--- src/rtl/ansi_pkg.sv ---
// Command set, FSM states and byte constants shared by the ANSI/VT100
// CSI encoder and its decoder counterpart.
package ansi_pkg;

  localparam int unsigned BYTE_W = 8;
  localparam int unsigned CODE_W = 4;
  localparam int unsigned ARG_W  = 7;
  localparam int unsigned DIG_W  = 4;

  // Command codes; 14 and 15 are undefined.
  typedef enum logic [CODE_W-1:0] {
    DELETE = 4'd0,
    CUF    = 4'd1,
    CUB    = 4'd2,
    CNL    = 4'd3,
    CPL    = 4'd4,
    CHA    = 4'd5,
    CUP    = 4'd6,
    ED     = 4'd7,
    EL     = 4'd8,
    SU     = 4'd9,
    SD     = 4'd10,
    HVP    = 4'd11,
    SCP    = 4'd12,
    RCP    = 4'd13
  } cmd_t;

  localparam logic [CODE_W-1:0] LAST_CODE = 4'd13;

  // Argument shape of a command.
  typedef enum logic [1:0] {
    K_NONE = 2'd0,
    K_ONE  = 2'd1,
    K_TWO  = 2'd2,
    K_DEL  = 2'd3
  } kind_t;

  // Encoder FSM: one state per emitted byte position.
  typedef enum logic [3:0] {
    S_IDLE = 4'd0,
    S_ESC  = 4'd1,
    S_LBR  = 4'd2,
    S_A1_T = 4'd3,
    S_A1_O = 4'd4,
    S_SEMI = 4'd5,
    S_A2_T = 4'd6,
    S_A2_O = 4'd7,
    S_FIN  = 4'd8
  } state_t;

  localparam logic [BYTE_W-1:0] ESC     = 8'h1B;
  localparam logic [BYTE_W-1:0] LBR     = 8'h5B;
  localparam logic [BYTE_W-1:0] SEMI    = 8'h3B;
  localparam logic [BYTE_W-1:0] TILDE   = 8'h7E;
  localparam logic [BYTE_W-1:0] ASCII_0 = 8'h30;

  // Final (command letter) byte of each sequence.
  function automatic logic [BYTE_W-1:0] final_byte(input cmd_t c);
    logic [BYTE_W-1:0] b;
    case (c)
      DELETE:  b = TILDE;
      CUF:     b = 8'h43;
      CUB:     b = 8'h44;
      CNL:     b = 8'h45;
      CPL:     b = 8'h46;
      CHA:     b = 8'h47;
      CUP:     b = 8'h48;
      ED:      b = 8'h4A;
      EL:      b = 8'h4B;
      SU:      b = 8'h53;
      SD:      b = 8'h54;
      HVP:     b = 8'h66;
      SCP:     b = 8'h73;
      RCP:     b = 8'h75;
      default: b = 8'h00;
    endcase
    return b;
  endfunction

  // How many numeric fields a command carries.
  function automatic kind_t cmd_kind(input cmd_t c);
    kind_t k;
    case (c)
      DELETE:   k = K_DEL;
      CUP, HVP: k = K_TWO;
      SCP, RCP: k = K_NONE;
      default:  k = K_ONE;
    endcase
    return k;
  endfunction

  function automatic logic code_defined(input logic [CODE_W-1:0] c);
    return c <= LAST_CODE;
  endfunction

  function automatic logic [BYTE_W-1:0] digit_byte(input logic [DIG_W-1:0] d);
    return ASCII_0 + {4'h0, d};
  endfunction

endpackage

--- src/rtl/bin2dec2.sv ---
// Combinational 7-bit binary to two BCD digits, clamped to MAX_ARG.
// Ports: value (binary in), tens / ones (BCD digits out).
module bin2dec2
  import ansi_pkg::*;
#(
  parameter int unsigned MAX_ARG = 99
) (
  input  logic [ARG_W-1:0] value,
  output logic [DIG_W-1:0] tens,
  output logic [DIG_W-1:0] ones
);

  // Clamp, then nine compare-subtract stages peel off the tens.
  always_comb begin
    logic [ARG_W-1:0] rem;
    rem  = (value > ARG_W'(MAX_ARG)) ? ARG_W'(MAX_ARG) : value;
    tens = '0;
    for (int i = 0; i < 9; i++) begin
      if (rem >= 7'd10) begin
        rem  = rem - 7'd10;
        tens = tens + 4'd1;
      end
    end
    ones = rem[DIG_W-1:0];
  end

endmodule

--- src/rtl/ansi_seq_encoder.sv ---
// Converts a command request (code + up to two arguments) into the
// ANSI/VT100 CSI byte sequence, one byte per valid/ready handshake.
// Ports:
//   clk, _rst                   clock, synchronous active-low reset
//   cmd_valid/cmd_ready         command handshake (ready only when idle)
//   cmd_code, cmd_arg1/2        command code and numeric arguments
//   tx_data/tx_valid/tx_ready   byte stream to the UART transmitter
//   done                        pulse after the final byte is taken
//   bad_cmd                     pulse after an undefined code is dropped
module ansi_seq_encoder
  import ansi_pkg::*;
#(
  parameter int unsigned MAX_ARG = 99
) (
  input  logic              clk,
  input  logic              _rst,
  input  logic              cmd_valid,
  output logic              cmd_ready,
  input  logic [CODE_W-1:0] cmd_code,
  input  logic [ARG_W-1:0]  cmd_arg1,
  input  logic [ARG_W-1:0]  cmd_arg2,
  output logic [BYTE_W-1:0] tx_data,
  output logic              tx_valid,
  input  logic              tx_ready,
  output logic              done,
  output logic              bad_cmd
);

  state_t              state;
  logic [CODE_W-1:0]   code_q;
  logic [ARG_W-1:0]    arg1_q;
  logic [ARG_W-1:0]    arg2_q;
  logic [DIG_W-1:0]    tens1;
  logic [DIG_W-1:0]    ones1;
  logic [DIG_W-1:0]    tens2;
  logic [DIG_W-1:0]    ones2;
  kind_t               kind;
  state_t              adv_state;
  logic [BYTE_W-1:0]   adv_byte;
  logic                arg1_zero;

  bin2dec2 #(.MAX_ARG(MAX_ARG)) u_dec1 (
    .value (arg1_q),
    .tens  (tens1),
    .ones  (ones1)
  );

  bin2dec2 #(.MAX_ARG(MAX_ARG)) u_dec2 (
    .value (arg2_q),
    .tens  (tens2),
    .ones  (ones2)
  );

  assign kind      = cmd_kind(cmd_t'(code_q));
  assign arg1_zero = (tens1 == 4'd0) && (ones1 == 4'd0);

  // Successor of the byte currently presented; unused positions are skipped.
  always_comb begin
    adv_state = S_IDLE;
    case (state)
      S_ESC: adv_state = S_LBR;
      S_LBR: begin
        case (kind)
          K_DEL:   adv_state = S_A1_O;
          K_NONE:  adv_state = S_FIN;
          K_TWO:   adv_state = (tens1 != 4'd0) ? S_A1_T : S_A1_O;
          default: begin
            // Single-argument commands omit a zero argument entirely.
            if (arg1_zero)            adv_state = S_FIN;
            else if (tens1 != 4'd0)   adv_state = S_A1_T;
            else                      adv_state = S_A1_O;
          end
        endcase
      end
      S_A1_T:  adv_state = S_A1_O;
      S_A1_O:  adv_state = (kind == K_TWO) ? S_SEMI : S_FIN;
      S_SEMI:  adv_state = (tens2 != 4'd0) ? S_A2_T : S_A2_O;
      S_A2_T:  adv_state = S_A2_O;
      S_A2_O:  adv_state = S_FIN;
      default: adv_state = S_IDLE;
    endcase
  end

  // Byte emitted in the successor state.
  always_comb begin
    adv_byte = 8'h00;
    case (adv_state)
      S_ESC:   adv_byte = ESC;
      S_LBR:   adv_byte = LBR;
      S_A1_T:  adv_byte = digit_byte(tens1);
      // DELETE reuses the ones slot for its fixed '3'.
      S_A1_O:  adv_byte = (kind == K_DEL) ? digit_byte(4'd3) : digit_byte(ones1);
      S_SEMI:  adv_byte = SEMI;
      S_A2_T:  adv_byte = digit_byte(tens2);
      S_A2_O:  adv_byte = digit_byte(ones2);
      S_FIN:   adv_byte = final_byte(cmd_t'(code_q));
      default: adv_byte = 8'h00;
    endcase
  end

  // Sequencer: accept in idle, advance one position per accepted byte.
  always_ff @(posedge clk) begin
    if (!_rst) begin
      state     <= S_IDLE;
      code_q    <= '0;
      arg1_q    <= '0;
      arg2_q    <= '0;
      cmd_ready <= 1'b1;
      tx_valid  <= 1'b0;
      tx_data   <= 8'h00;
      done      <= 1'b0;
      bad_cmd   <= 1'b0;
    end else begin
      done    <= 1'b0;
      bad_cmd <= 1'b0;
      if (state == S_IDLE) begin
        if (cmd_valid && cmd_ready) begin
          if (code_defined(cmd_code)) begin
            code_q    <= cmd_code;
            arg1_q    <= cmd_arg1;
            arg2_q    <= cmd_arg2;
            state     <= S_ESC;
            tx_data   <= ESC;
            tx_valid  <= 1'b1;
            cmd_ready <= 1'b0;
          end else begin
            bad_cmd <= 1'b1;
          end
        end
      end else if (tx_valid && tx_ready) begin
        state   <= adv_state;
        tx_data <= adv_byte;
        if (adv_state == S_IDLE) begin
          tx_valid  <= 1'b0;
          cmd_ready <= 1'b1;
          done      <= 1'b1;
        end
      end
    end
  end

endmodule

--- config.mk ---
export PLATFORM = sky130hd
export DESIGN_NAME = ansi_seq_encoder
export DESIGN_NICKNAME = d
export VERILOG_FILES = /design/src/rtl/ansi_pkg.sv /design/src/rtl/bin2dec2.sv /design/src/rtl/ansi_seq_encoder.sv
export SDC_FILE = /design/constraint.sdc
export NUM_CORES = 1
export LEC_CHECK = 0
export BUFFER_PORTS_ARGS = -buffer_cell sky130_fd_sc_hd__buf_2
export CAP_MARGIN = 15
export CORE_ASPECT_RATIO = 0.5
export CORE_MARGIN = 5
export CORE_UTILIZATION = 40
export DETAILED_ROUTE_END_ITERATION = 8
export PLACE_DENSITY_LB_ADDON = 0.05
export SYNTH_ARGS = -nofsm -noshare
export SYNTH_HDL_FRONTEND = slang
export SYNTH_HIERARCHICAL = 1
export SYNTH_SLANG_ARGS = --single-unit
--- constraint.sdc ---
create_clock -name clk -period 14.75 [get_ports clk]
set_clock_uncertainty 0.2 [all_clocks]
set_input_delay 0.7375 -clock clk [delete_from_list [all_inputs] [get_ports clk]]
set_output_delay 0.7375 -clock clk [all_outputs]
set_load 0.03 [all_outputs]
==> run summary <==
CTS Sinks: 40
Crit-path max FO: 12
Design Area, Final: 0.00867 sq mm
Status: completed
Rel. slew slack: 38.7%
Final Setup Violations: 0
Nets: 1158
Clk root buf: clkbuf_16
Pins Over Slew Limit: 0
Setup CP Type: reg -> reg
Top post-synthesis cells by area: dfxtp_1 9.9%, ha_1 6.7%, nand2_1 6.5%, a21oi_1 4.2%, xnor2_1 3.9%
CTS tree: done
CP startpoint kind: flip-flop
Post-placement cell area: 0.00839 sq mm
Total placed cells including tap cells: 1351
Worst slew pin tran: 0.916 ns
Syn avg cell area: 7.44 sq um
Mapped Cells: 1086
Fmax: 72.0 MHz
PortBufs: 32
Row count: 36
CP max-delay cell: or4_1
Die area: 0.0233 sq mm
Synth-to-layout area growth: 7.28%
Flop and latch count out of synthesis: 40
# DRC: 0
TNS Setup: 0 ns
H-tree depth: 2
Number of synthesized flops with an enable pin: 0
Maximum clock path buffer count: 2
Die H: 110 um
Vias: 8206
Final estimated routing congestion in global placement: 0.917
Post-synth top area share: 9.91%
DR WL/cell: 16.2 um
Floorplan die width: 211 um
Vias in the first global route: 7627
Layout cell share with drive strength beyond 1: 15.5%
Crit end category: flip-flop
Post-Syn Area: 0.00808 sq mm
Total GRT Usage: 18.3%
Ports: 34
Initial antenna violation count: 0
Iteration-0 DRC Markers: 655
Final min period: 13.89 ns
Vias/cell: 6.03
Reg clk slew, reported paths: 0.06 ns
CORE AREA: 0.0196 sq mm
WP data arrival: 13.86 ns
Hold Buf Count CTS: 0
Async SR Flop Fraction: 0%
Tightest Hold Check Type: reg -> reg
Cell variety after synth: 129
Max-Cap Viols: 0
Worst skew pair latency: 0.28 ns
Top-count cell post-synth: nand2_1
First-pass GRT wire length: 37600 um
Largest net degree at the start of global routing: 24
Number of diodes: 0
Main synth FF type: dfxtp_1
Detail Placement HPWL: 17600 um
Pre-antenna DRT Iters: 6
Final hold viol count: 0
Mapped Nets: 1151
CP required: 14.72 ns
Initial core utilization: 41.1%
Sequential cell area fraction in the yosys report: 9.91%
Layout Cells excl Fill: 1360
Fin crit share: 94.2%
YS warnings: 6
Grt ovf: 0
Worst stage delay on the critical path: 0.60 ns
Antenna Nets Post-Route: 0
Post-synth top cells: 139 x nand2_1, 68 x a21oi_1, 63 x nor2_1
Routed wire length: 22100 um
Most used cell, CP: ha_1
Cell type with the largest total area after synthesis: dfxtp_1
Num CTS Buffers: 5
==> through the flow <==
step | hold slack, ns | util [%] | setup slack, ns
3_3_place_gp | 0.258 | 42.7 | 0.408
6_report | 0.267 | 44.1 | 0.858
2_1_floorplan | 0.233 | - | 1.41
5_1_grt | 0.285 | 44.1 | -0.0209
3_5_place_dp | 0.260 | 42.7 | -0.112
4_1_cts | 0.268 | 43.6 | 0.00499
==> critical path: cells and delay by family (launching register included) <==
| family | cells | cell delay, ns |
|---|---|---|
| buffers and inverters | 7 | 0.75 |
| AO/OA/AOI/OAI | 20 | 4.49 |
| multiplexers | 1 | 0.33 |
| flip-flops | 1 | 0.40 |
| AND/OR/NAND/NOR | 20 | 4.93 |
| XOR/XNOR | 4 | 0.86 |
| adder cells (fa/ha/maj) | 9 | 1.80 |
==> final timing paths <==
kind / slack (ns) / end / depth (start not counted) / startpoint
worst max register to register: 0.86 / tx_data[0] / 61 / arg1_q[3]
worst min register to register: 0.27 / tx_data[6] / 2 / tx_data[6]
worst max-delay path: 0.86 / tx_data[0] / 61 / arg1_q[3]
worst min-delay path: 0.27 / tx_data[6] / 2 / tx_data[6]
==> layout make-up <==
class,count,area [sq um]
Tap cell,266,333
Sequential cell,40,802
Clock buffer,6,129
Fill cell,2026,11000
Timing Repair Buffer,48,280
Multi-Input combinational cell,950,6890
Inverter,48,200
Clock inverter,2,35.0
==> logic make-up after synthesis <==
family / count (synthesis) / share of synthesized area, %
DFF: 40 / 9.91
muxes: 43 / 6.20
and+or+nand+nor: 418 / 27.4
buffers and inverters: 96 / 6.04
AOI/OAI and AO/OA: 392 / 37.6
adders and majority gates: 43 / 6.66
xor gates and xnor gates: 53 / 6.20
other: 1 / 0.0464
==> metal layers <==
layer | global-route usage (%) | vias to the layer above | part of all wire [%]
met2 | 30.4 | 178 | 46
li1 | - | 4162 | -
met5 | 0 | - | 0
met1 | 26.6 | 3846 | 51
met4 | 2.16 | 0 | 0.74
met3 | 1.25 | 20 | 2.7
==> timing repair <==
action	4_1_cts	5_1_grt
setup buffers	0	1
pin swaps	0	1
setup endpoints to repair	6	11
gates cloned	0	0
gates resized for setup	2	23
==> layout by cell type (no fill, tap or decap), types with 6 or more instances in the layout <==
| cell type | n |
|---|---|
| a211o_1 | 9 |
| a211oi_1 | 14 |
| a21boi_0 | 7 |
| a21o_1 | 17 |
| a21oi_1 | 66 |
| a221o_1 | 6 |
| a22oi_1 | 8 |
| a31oi_1 | 18 |
| a32oi_1 | 9 |
| and2_1 | 19 |
| and3_1 | 15 |
| and4_1 | 6 |
| buf_2 | 32 |
| buf_4 | 16 |
| dfxtp_1 | 39 |
| ha_1 | 41 |
| inv_1 | 43 |
| mux2_2 | 11 |
| mux2i_1 | 22 |
| nand2_1 | 139 |
| nand2b_1 | 11 |
| nand3_1 | 35 |
| nand3b_1 | 7 |
| nand4_1 | 11 |
| nor2_1 | 62 |
| nor2b_1 | 8 |
| nor3_1 | 25 |
| nor3b_1 | 6 |
| o211a_1 | 9 |
| o211ai_1 | 20 |
| o211ai_2 | 6 |
| o21a_1 | 11 |
| o21ai_0 | 51 |
| o21ai_1 | 23 |
| o31ai_1 | 6 |
| or2_1 | 7 |
| or3_1 | 14 |
| xnor2_1 | 34 |
| xor2_1 | 12 |
Power is left out: the tool's default activity adds up to more than one toggle a clock period on the data nets, which glitch-free logic cannot reach.
